## config.mk

```make
export PLATFORM = sky130hd
export DESIGN_NAME = cond_logic
export DESIGN_NICKNAME = d
export VERILOG_FILES = /design/src/rtl/cond_logic.sv
export SDC_FILE = /design/constraint.sdc
export NUM_CORES = 1
export LEC_CHECK = 0
export CORE_ASPECT_RATIO = 1.1
export CORE_MARGIN = 8
export CORE_UTILIZATION = 48
export DETAILED_ROUTE_END_ITERATION = 8
export GPL_TIMING_DRIVEN = 0
export MAX_ROUTING_LAYER = met4
export PLACE_DENSITY = 0.78
export SLEW_MARGIN = 25
export SYNTH_ARGS = -nofsm -noshare
export SYNTH_HDL_FRONTEND = slang
export SYNTH_SLANG_ARGS = --single-unit
```

## constraint.sdc

```tcl
create_clock -name clk -period 5.5 [get_ports clk]
set_input_delay 1.65 -clock clk [delete_from_list [all_inputs] [get_ports clk]]
set_output_delay 1.65 -clock clk [all_outputs]
set_load 0.01 [all_outputs]
```

## src/rtl/cond_logic.sv

```systemverilog
// Conditional-execution stage: architectural NZCV register, condition
// evaluation, side-effect gating and executed/squashed instruction counters.
module cond_logic #(
  parameter int unsigned COUNT_W     = 16,
  parameter logic [3:0]  RESET_FLAGS = 4'b0000
) (
  input  logic               clk,
  input  logic               reset,
  input  logic               instr_valid,
  input  logic [3:0]         cond,
  input  logic [1:0]         flag_w,
  input  logic               pc_src_in,
  input  logic               reg_write_in,
  input  logic               mem_write_in,
  input  logic [3:0]         alu_flags,
  input  logic               clr_counters,
  output logic               pc_src,
  output logic               reg_write,
  output logic               mem_write,
  output logic               cond_ex,
  output logic [3:0]         flags,
  output logic [COUNT_W-1:0] exec_count,
  output logic [COUNT_W-1:0] squash_count
);

  logic [3:0]         flags_q, flags_d;
  logic [COUNT_W-1:0] exec_q, exec_d;
  logic [COUNT_W-1:0] squash_q, squash_d;
  logic               cond_pass;
  logic               n_f, z_f, c_f, v_f;

  assign {n_f, z_f, c_f, v_f} = flags_q;

  // Decode the condition field against the registered flags only; the
  // current instruction's ALU flags must never influence its own condition.
  always_comb begin
    cond_pass = 1'b0;
    unique case (cond)
      4'b0000: cond_pass = z_f;
      4'b0001: cond_pass = ~z_f;
      4'b0010: cond_pass = c_f;
      4'b0011: cond_pass = ~c_f;
      4'b0100: cond_pass = n_f;
      4'b0101: cond_pass = ~n_f;
      4'b0110: cond_pass = v_f;
      4'b0111: cond_pass = ~v_f;
      4'b1000: cond_pass = c_f & ~z_f;
      4'b1001: cond_pass = ~c_f | z_f;
      4'b1010: cond_pass = (n_f == v_f);
      4'b1011: cond_pass = (n_f != v_f);
      4'b1100: cond_pass = ~z_f & (n_f == v_f);
      4'b1101: cond_pass = z_f | (n_f != v_f);
      4'b1110: cond_pass = 1'b1;
      default: cond_pass = 1'b0;  // 1111 is reserved and treated as never
    endcase
  end

  // Gate decoder side effects with zero latency.
  always_comb begin
    cond_ex   = instr_valid & cond_pass;
    pc_src    = pc_src_in    & cond_ex;
    reg_write = reg_write_in & cond_ex;
    mem_write = mem_write_in & cond_ex;
  end

  // Next-state for flags (per-pair write enables) and the wrapping counters.
  always_comb begin
    flags_d  = flags_q;
    exec_d   = exec_q;
    squash_d = squash_q;
    if (cond_ex) begin
      if (flag_w[1]) flags_d[3:2] = alu_flags[3:2];
      if (flag_w[0]) flags_d[1:0] = alu_flags[1:0];
    end
    if (clr_counters) begin
      exec_d   = '0;
      squash_d = '0;
    end else if (instr_valid) begin
      if (cond_ex) exec_d   = exec_q + COUNT_W'(1);
      else         squash_d = squash_q + COUNT_W'(1);
    end
  end

  // State registers with asynchronous reset.
  always_ff @(posedge clk or posedge reset) begin
    if (reset) begin
      flags_q  <= RESET_FLAGS;
      exec_q   <= '0;
      squash_q <= '0;
    end else begin
      flags_q  <= flags_d;
      exec_q   <= exec_d;
      squash_q <= squash_d;
    end
  end

  assign flags        = flags_q;
  assign exec_count   = exec_q;
  assign squash_count = squash_q;

endmodule
```

# Yosys cells after proc, flatten, opt, wreduce, memory -nomap -nowiden
# Cells that the tools add are included.
[totals]
ff_bits = 36
latchBits = 0
ramBits = 0
mem_bits_ro = 0
in_bits = 17
output_inout_bits = 40
elab_cells = 49
memories = 0
[classes]
n_addsub = 2
multipliers = 0
div_mod_pow = 0
magnitude_cmp = 0
eq_ne = 17
shifts = 0
n_mux = 7
n_bitwise = 12
reduce_logical = 7
[op_table]
columns = ["operator", "count"]
rows = [
  ["two-way mux 16 bit", 6],
  ["adder 16 x 1 -> 16 bit (second input constant)", 2],
  ["== test 4 bit (second input constant)", 7],
  ["== test 4 x 3 -> 1 bit (second input constant)", 4],
  ["one-hot mux 1 bit (15 select lines)", 1],
  ["== test 4 x 2 -> 1 bit (second input constant)", 2],
  ["AND reduction 2 bit", 4],
  ["AND 1 bit", 6],
  ["== test 4 x 1 -> 1 bit (second input constant)", 1],
  ["logical NOT 4 bit", 1],
  ["NOT 1 bit", 4],
  ["nonzero test 2 bit", 2],
  ["!= test 2 bit (second input constant)", 1],
  ["OR 1 bit", 2],
  ["== test 1 bit", 1],
  ["!= test 1 bit", 1],
]

# Longest topological paths before layout
# Gate-level depths: netlist (run 1).
[depth]
word_depth = 7
depth_mapped = 10
mapped_depth_nobuf = 6

# Least setup slack after synthesis (run 1)
# Ideal clock, no wire load.
[synth_path]
kind = "input to output"
start = "input cond[3]"
end = "output mem_write"
arrival_time_ps = 3443
t_required_ps = 3850
setup_slack_ps = 407
stages = 8
cell_sequence = "buf_4 > and2_4 > and3_1 > o311a_1 > o31ai_1 > buf_2 > buf_2 > nor2b_1"
[synth_via]
elab_chain_cells = 4
[synth_lines]
columns = ["element", "line", "text"]
rows = [
  ["start, declared", "10", "input logic [3:0] cond,"],
  ["== test 4 bit (tied with other cells)", "38", "unique case (cond)"],
  ["one-hot mux 1 bit (15 select lines) (*)", "38", ""],
  ["AND 1 bit (*)", "60", "cond_ex = instr_valid & cond_pass;"],
  ["AND 1 bit (*)", "63", "mem_write = mem_write_in & cond_ex;"],
  ["end, declared", "19", "output logic mem_write,"],
]
# Every way passes the cells marked *; elsewhere a longest branch is shown, timed or not.

# Worst setup path after layout (run 1)
[layout_path]
start = "input cond[3]"
end = "output pc_src"
[layout_via]
elab_chain_cells = 4
[layout_lines]
columns = ["element", "line", "text"]
rows = [
  ["== test 4 bit (tied with other cells)", "38", ""],
  ["one-hot mux 1 bit (15 select lines) (*)", "38", ""],
  ["AND 1 bit (*)", "60", ""],
  ["AND 1 bit (*)", "61", "pc_src = pc_src_in & cond_ex;"],
  ["end, declared", "17", "output logic pc_src,"],
]
# Marks and branches as above.

==> summary.txt, run 1 <==
Outcome
  • Run status: complete, no violations

Hold path
  • Hold worst-path end: exec_count[11]
  • Worst hold stages: 2
  • Hold Path Origin: exec_count[11]
  • Hold crit path type: flop to flop

Worst setup path
  • Setup crit end kind: output pin
  • Critical Path RT: about 3.9 ns
  • Critical path type: primary input to output pin
  • Critical Path Source Type: primary input
  • R2r endpoint: squash_count[7]
  • R2r setup slk: 2.74 ns
  • Arrival @ worst endpoint: 3.65 ns
  • Worst r2r path cells: 9
  • Worst-path fanout max: 19
  • R2r startpoint: flags[0]

Global routing
  • Busiest grt layer: met2
  • M3 GR Usage: 4.440%
  • Grt met1 use: 20.13%
  • Total global routing overflow: 0
  • Vias in the first global route: 1,991
  • Met2 Track Usage GR: 28.27%
  • Initial antenna violation count: 0
  • First-pass GRT wire length: 9356 µm
  • Global-route usage over all layers: 17.30%
  • Largest net degree at the start of global routing: 37

STA
  • Clock Skews: 0.008242 ns
  • Tmin final: between 5 and 6 ns
  • Final Cycle Share: 96.31%
  • RSZ-0062 raised after global routing: no
  • Min Hold Slack: 0.5726 ns
  • Fin. Hold Viols: 0
  • Worst slew pin tran: between 0.8 and 0.9 ns
  • Slew Limit Fails: 0
  • Rel. slew slack: 42.53%
  • Fmax: 188.8 MHz
  • Final setup violation count: 0

Yosys
  • Syn. warnings: 0
  • Post-synthesis cell count: 230
  • Yosys reg bits: 36
  • EDFF count, synth: 0
  • Synth area leader: dfrtp_1
  • Yosys cell types: 41
  • Async SR Flop Fraction: 100.0%
  • Synth Flop Type: dfrtp_1
  • Average size of a mapped cell: 9.156 µm²
  • Area contributors post-synth: dfrtp_1, a21oi_1, o31ai_1
  • Syn nets: 249
  • Synth top area share: 42.78%
  • Synthesized area: 2106 µm²
  • Sequential share of the synthesized area: 42.78%

Route
  • DR iter-0 viols: 74
  • Via count: roughly 2.0k
  • DR DRC count: 0
  • Via-per-instance ratio: 5.808
  • Final WL: approximately 5600 µm
  • Post-route ant nets: 0
  • First drt pass iteration count: 4
  • Wirelength per Cell: 16.15 µm

Floorplanning
  • Initial Util: 49.50%
  • Die Area: roughly 6800 µm²
  • Die Width: 79.15 µm
  • Core Rows: 25
  • I/O pin count: 57
  • Die Ht: 85.47 µm
  • Core ar.: about 4300 µm²

Clock network
  • TritonCTS Sinks: 36
  • CTS tree: built
  • Clock Path Buffers: 2
  • Worst-Skew Late Latency: 0.30 ns
  • CTS clock-pin slew for the worst setup and hold paths: 0.07 ns
  • H-tree depth: 2
  • Root Driver: clkbuf_8
  • Cts bufs inserted: 5

Layout
  • Fillcell total: 356
  • Share of layout cells above drive strength 1: 11.38%
  • Fin nets: between 300 and 400
  • Ant diodes: 0
  • Layout area overhead: 35.12%
  • Commonest non-fill, non-tap cell in the layout: clkdlybuf4s50_1
  • Cell area after layout: approximately 2800 µm²
  • Most frequent cells in the layout: clkdlybuf4s50_1, dfrtp_1, a21oi_1, nand2_1, or4_1

Power and ir drop
  • Leakage: ~1.1 nW
  • Max IR drop VDD: 204.7 µV
  • Pwr/cell area: ~270 nW/µm²
  • PnR Total Power: approximately 0.00075 W

Placement
  • Buffers added on ports: 50
  • Routability congestion estimate: roughly 0.8
  • Placed Area: 2674 µm²
  • Post-DP HPWL: 3975 µm

Run
  • Max-Cap Viols: 0
## synth_stat cells (all sizes together), types with 2 or more instances
cell / count
or4: 14
nand4: 7
mux2: 5
o21ai: 13
nor2: 6
dfrtp: 36
buf: 9
xor2: 4
ha: 2
nand2b: 2
a21oi: 25
mux2i: 2
nor4b: 2
nor3: 4
a311oi: 2
clkbuf: 7
nor2b: 6
nand3: 12
nand2: 14
or3: 13
inv: 8
o31ai: 14
and3: 7
## layer usage
layer	wire length [µm]	vias up
li1	-	989
met1	2436	945
met2	2765	58
met3	277	6
met4	74	0
met5	0	-
## metrics by stage
step	std cells	setup TNS, ns	worst slack, ns	utilization (%)
after floorplan	230	0	0.4067	-
after global placement	334	-2.021	-0.5120	62.85
after detailed placement	334	-2.013	-0.5059	62.85
after CTS	343	0	0.02812	66.26
after global routing	344	0	0.06058	66.88
final	344	0	0.2027	66.88
## timing repair
action,in CTS,in global routing
pin swaps,1,1
buffers inserted,1,2
hold buffers,0,0
gates resized for setup,6,3
hold endpoints to repair,0,0
setup endpoints to repair,4,4
## registers in the layout, summed over array words and instances, names as in the netlist
register,cells
flags,4
squash_count,16
exec_count,16
## how the worst max path moves through the flow
stage / slack (ns) / endpoint / startpoint
6_report: 0.20 / pc_src / cond[3]
5_1_grt: 0.06 / reg_write / cond[3]
4_1_cts: 0.03 / mem_write / cond[2]
3_5_place_dp: -0.51 / pc_src / cond[3]
3_3_place_gp: -0.51 / pc_src / cond[3]
2_1_floorplan: 0.41 / mem_write / cond[3]
## kinds of logic (layout without fill, tap and decap cells)
| logic type | count (synthesis) | after routing | synth area share, % |
|---|---|---|---|
| AND/OR/NAND/NOR | 93 | 93 | 26.20 |
| AO/OA/AOI/OAI | 64 | 64 | 19.01 |
| flip-flops | 36 | 36 | 42.78 |
| buffers and inverters | 24 | 84 | 5.526 |
| multiplexers | 7 | 7 | 3.624 |
| XOR/XNOR | 4 | 4 | 1.664 |
| adder cells (fa/ha/maj) | 2 | 2 | 1.188 |
## where the power goes
group / leakage, nW / internal [W] / total [W] / switching [W]
logic: 0.546 / 0.000122 / 0.000236 / 0.000114
registers: 0.493 / 0.000286 / 0.000321 / 0.0000351
clock network: 0.0510 / 0.0000999 / 0.000198 / 0.0000977
total: 1.09 / 0.000507 / 0.000754 / 0.000247
## area by class of cell
class                   count  area [µm²]  area share [%]
multi-input cells         170        1147           40.33
flip-flops and latches     36       900.9           31.66
repair buffers             53       523.0           18.38
plain buffers              15       83.83           2.946
clock buffers               6       82.58           2.902
well taps                  54       67.56           2.375
inverters                   8       30.03           1.055
clock inverters             2       10.01          0.3518
## worst max-delay path, cell delays in order
cell and delay (ns):
buf_4 0.16, and2_4 0.15, and3_1 0.15, o311a_1 0.41
o31ai_4 0.21, buf_2 0.34, nor2b_1 0.08, clkdlybuf4s50_1 0.49
Note: power is estimated with default switching activity, not from simulation.
==> run 2: changes to the inputs <==
--- a/config.mk
+++ b/config.mk
@@ -5,13 +5,14 @@
 export SDC_FILE = /design/constraint.sdc
 export NUM_CORES = 1
 export LEC_CHECK = 0
+export CAP_MARGIN = 40
 export CORE_ASPECT_RATIO = 1.1
 export CORE_MARGIN = 8
 export CORE_UTILIZATION = 48
 export DETAILED_ROUTE_END_ITERATION = 8
 export GPL_TIMING_DRIVEN = 0
 export MAX_ROUTING_LAYER = met4
-export PLACE_DENSITY = 0.78
+export PLACE_DENSITY = 0.83
 export SLEW_MARGIN = 25
 export SYNTH_ARGS = -nofsm -noshare
 export SYNTH_HDL_FRONTEND = slang
==> summary.txt, run 2 (same netlist as run 1, synthesis figures left out) <==
Hold path
  • Worst hold stages: 2
  • Hold crit path type: flop to flop

Clock network
  • Clock Path Buffers: 2
  • Hold buffers post-CTS: 0
  • CTS clock-pin slew for the worst setup and hold paths: 0.08 ns
  • TritonCTS Sinks: 36
  • Worst-Skew Late Latency: about 0.30 ns
  • CTS tree: built
  • H-tree depth: 2
  • Root Driver: clkbuf_8
  • Cts bufs inserted: 5

Worst setup path
  • Setup crit end kind: output pin
  • Worst-path cell chain: buf_4 -> and2_4 -> and3_1 -> o311a_1 -> o31ai_4 -> buf_2 -> nor2b_1 -> clkdlybuf4s50_1
  • R2r startpoint: flags[3]
  • Delay-heaviest family, CP: buffers and inverters
  • CP max-delay cell: clkdlybuf4s50_1
  • CP startpoint: cond[3]
  • Crit path to: mem_write
  • Critical path type: primary input to output pin
  • Worst-path fanout max: 19
  • R2r endpoint: squash_count[8]
  • R2r setup slk: about 2.8 ns
  • Arrival @ worst endpoint: around 3.7 ns
  • Bufs and invs on worst path: 3
  • Worst r2r path cells: 9
  • Critical Path RT: 3.85 ns
  • Critical Path Max Stage Delay: roughly 0.5 ns
  • Stages on worst setup path: 8
  • Critical Path Source Type: primary input

Global routing
  • First-pass GRT wire length: 9335 µm
  • Total global routing overflow: 0
  • Largest net degree at the start of global routing: 37
  • Vias in the first global route: 2,030
  • Initial antenna violation count: 0
  • Global-route usage over all layers: 17.16%

Layout
  • Most frequent cells in the layout: clkdlybuf4s50_1, dfrtp_1, a21oi_1, nand2_1, or4_1
  • Ant diodes: 0
  • Fin util: 67.94%
  • Cell area after layout: 2890 µm²
  • Layout area overhead: 37.25%
  • Non-Filler Instances: ~350
  • Fin nets: 309
  • Commonest non-fill, non-tap cell in the layout: clkdlybuf4s50_1
  • Share of layout cells above drive strength 1: roughly an eighth

STA
  • Clock Skews: 0.01009 ns
  • Fmax: ~190 MHz
  • Slew Limit Fails: 0
  • Final setup violation count: 0
  • Tmin final: approximately 5.3 ns
  • Min Hold Slack: ~0.58 ns
  • Fin. Hold Viols: 0
  • RSZ-0062 raised after global routing: no
  • Final Cycle Share: 96.97%
  • Rel. slew slack: 64.75%
  • Worst slew pin tran: 0.5287 ns

Power and ir drop
  • Pwr/cell area: 274.9 nW/µm²
  • Leakage: 1.118 nW
  • Max IR drop VDD: 195.6 µV

Route
  • DR DRC count: 0
  • DR iter-0 viols: 123
  • Final WL: 5697 µm
  • Post-route ant nets: 0
  • Via-per-instance ratio: 6.000
  • Wirelength per Cell: ~17 µm
  • First drt pass iteration count: 4
  • Via count: 2,070

Floorplanning
  • Die Width: 79.15 µm
  • Core ar.: 4254 µm²
  • I/O pin count: 57
  • Die Area: ~6800 µm²
  • Initial Util: 49.50%
  • Core Rows: 25
  • Die Ht: 85.47 µm

Placement
  • Buffers added on ports: 50
  • Inst Count DP: approximately 330
  • Post-DP HPWL: between 3000 and 4000 µm
  • Placed Area: 2674 µm²
  • Routability congestion estimate: 0.8221

Outcome
  • Run status: complete, no violations

Run
  • Max-Cap Viols: 0
## run 2: through the flow
step | total power, W | worst slack (ns) | TNS, ns
6_report | 0.0007947 | 0.1667 | 0
5_1_grt | 0.0008333 | 0.06841 | 0
4_1_cts | 0.0007833 | 0.01012 | 0
3_5_place_dp | 0.0005384 | -0.4934 | -1.950
3_3_place_gp | 0.0005311 | -0.4756 | -1.877
2_1_floorplan | 0.0004419 | 0.4067 | 0
## run 2: what timing repair did
action,CTS,global route
endpoints found under the setup margin,4,4
resized for setup,3,8
setup buffers,1,1
pin swaps,1,1
## run 2: worst min path at each step
| stage | start | endpoint | slack [ns] |
|---|---|---|---|
| after global placement | exec_count[15] | exec_count[15] | 0.55 |
| after global routing | exec_count[13] | exec_count[13] | 0.59 |
| after detailed placement | exec_count[15] | exec_count[15] | 0.56 |
| after CTS | exec_count[15] | exec_count[15] | 0.57 |
| after floorplan | exec_count[15] | exec_count[15] | 0.57 |
| final | exec_count[15] | exec_count[15] | 0.58 |
## run 2: area by class of cell
type / count / area, µm²
Clock buffer: 5 / 68.82
Sequential cell: 36 / 900.9
Inverter: 8 / 30.03
Fill cell: 375 / 1364
Multi-Input combinational cell: 170 / 1154
Timing Repair Buffer: 54 / 543.0
Tap cell: 54 / 67.56
Clock inverter: 3 / 42.54
Buffer: 15 / 83.83
## run 2: worst min-delay path, delay by kind of cell (launching register included)
family	cells	cell delay, ns
flops	1	0.41
compound gates	2	0.13
## run 2: power by group
part	internal [W]	leakage, nW	switching [W]
registers	0.000285	0.493	0.0000360
logic	0.000121	0.571	0.000116
clock network	0.000134	0.0541	0.000103
total	0.000540	1.12	0.000254
## run 2: layer usage
layer	part of all wire, %	up-vias	track usage [%]	wire, µm
li1	-	992	-	-
met1	43	1008	20.37	2466
met2	50	62	27.75	2822
met3	5.9	8	4.968	335
met4	1.3	0	4.216	73
met5	0	-	-	0
==> run 3: changes to the inputs <==
--- a/config.mk
+++ b/config.mk
@@ -9,6 +9,7 @@
 export CORE_ASPECT_RATIO = 1.1
 export CORE_MARGIN = 8
 export CORE_UTILIZATION = 48
+export CTS_CLUSTER_DIAMETER = 200
 export DETAILED_ROUTE_END_ITERATION = 8
 export GPL_TIMING_DRIVEN = 0
 export MAX_ROUTING_LAYER = met4
==> results of run 3 <==
No change in the layout: final DEF, timing and power equal those of run 2.
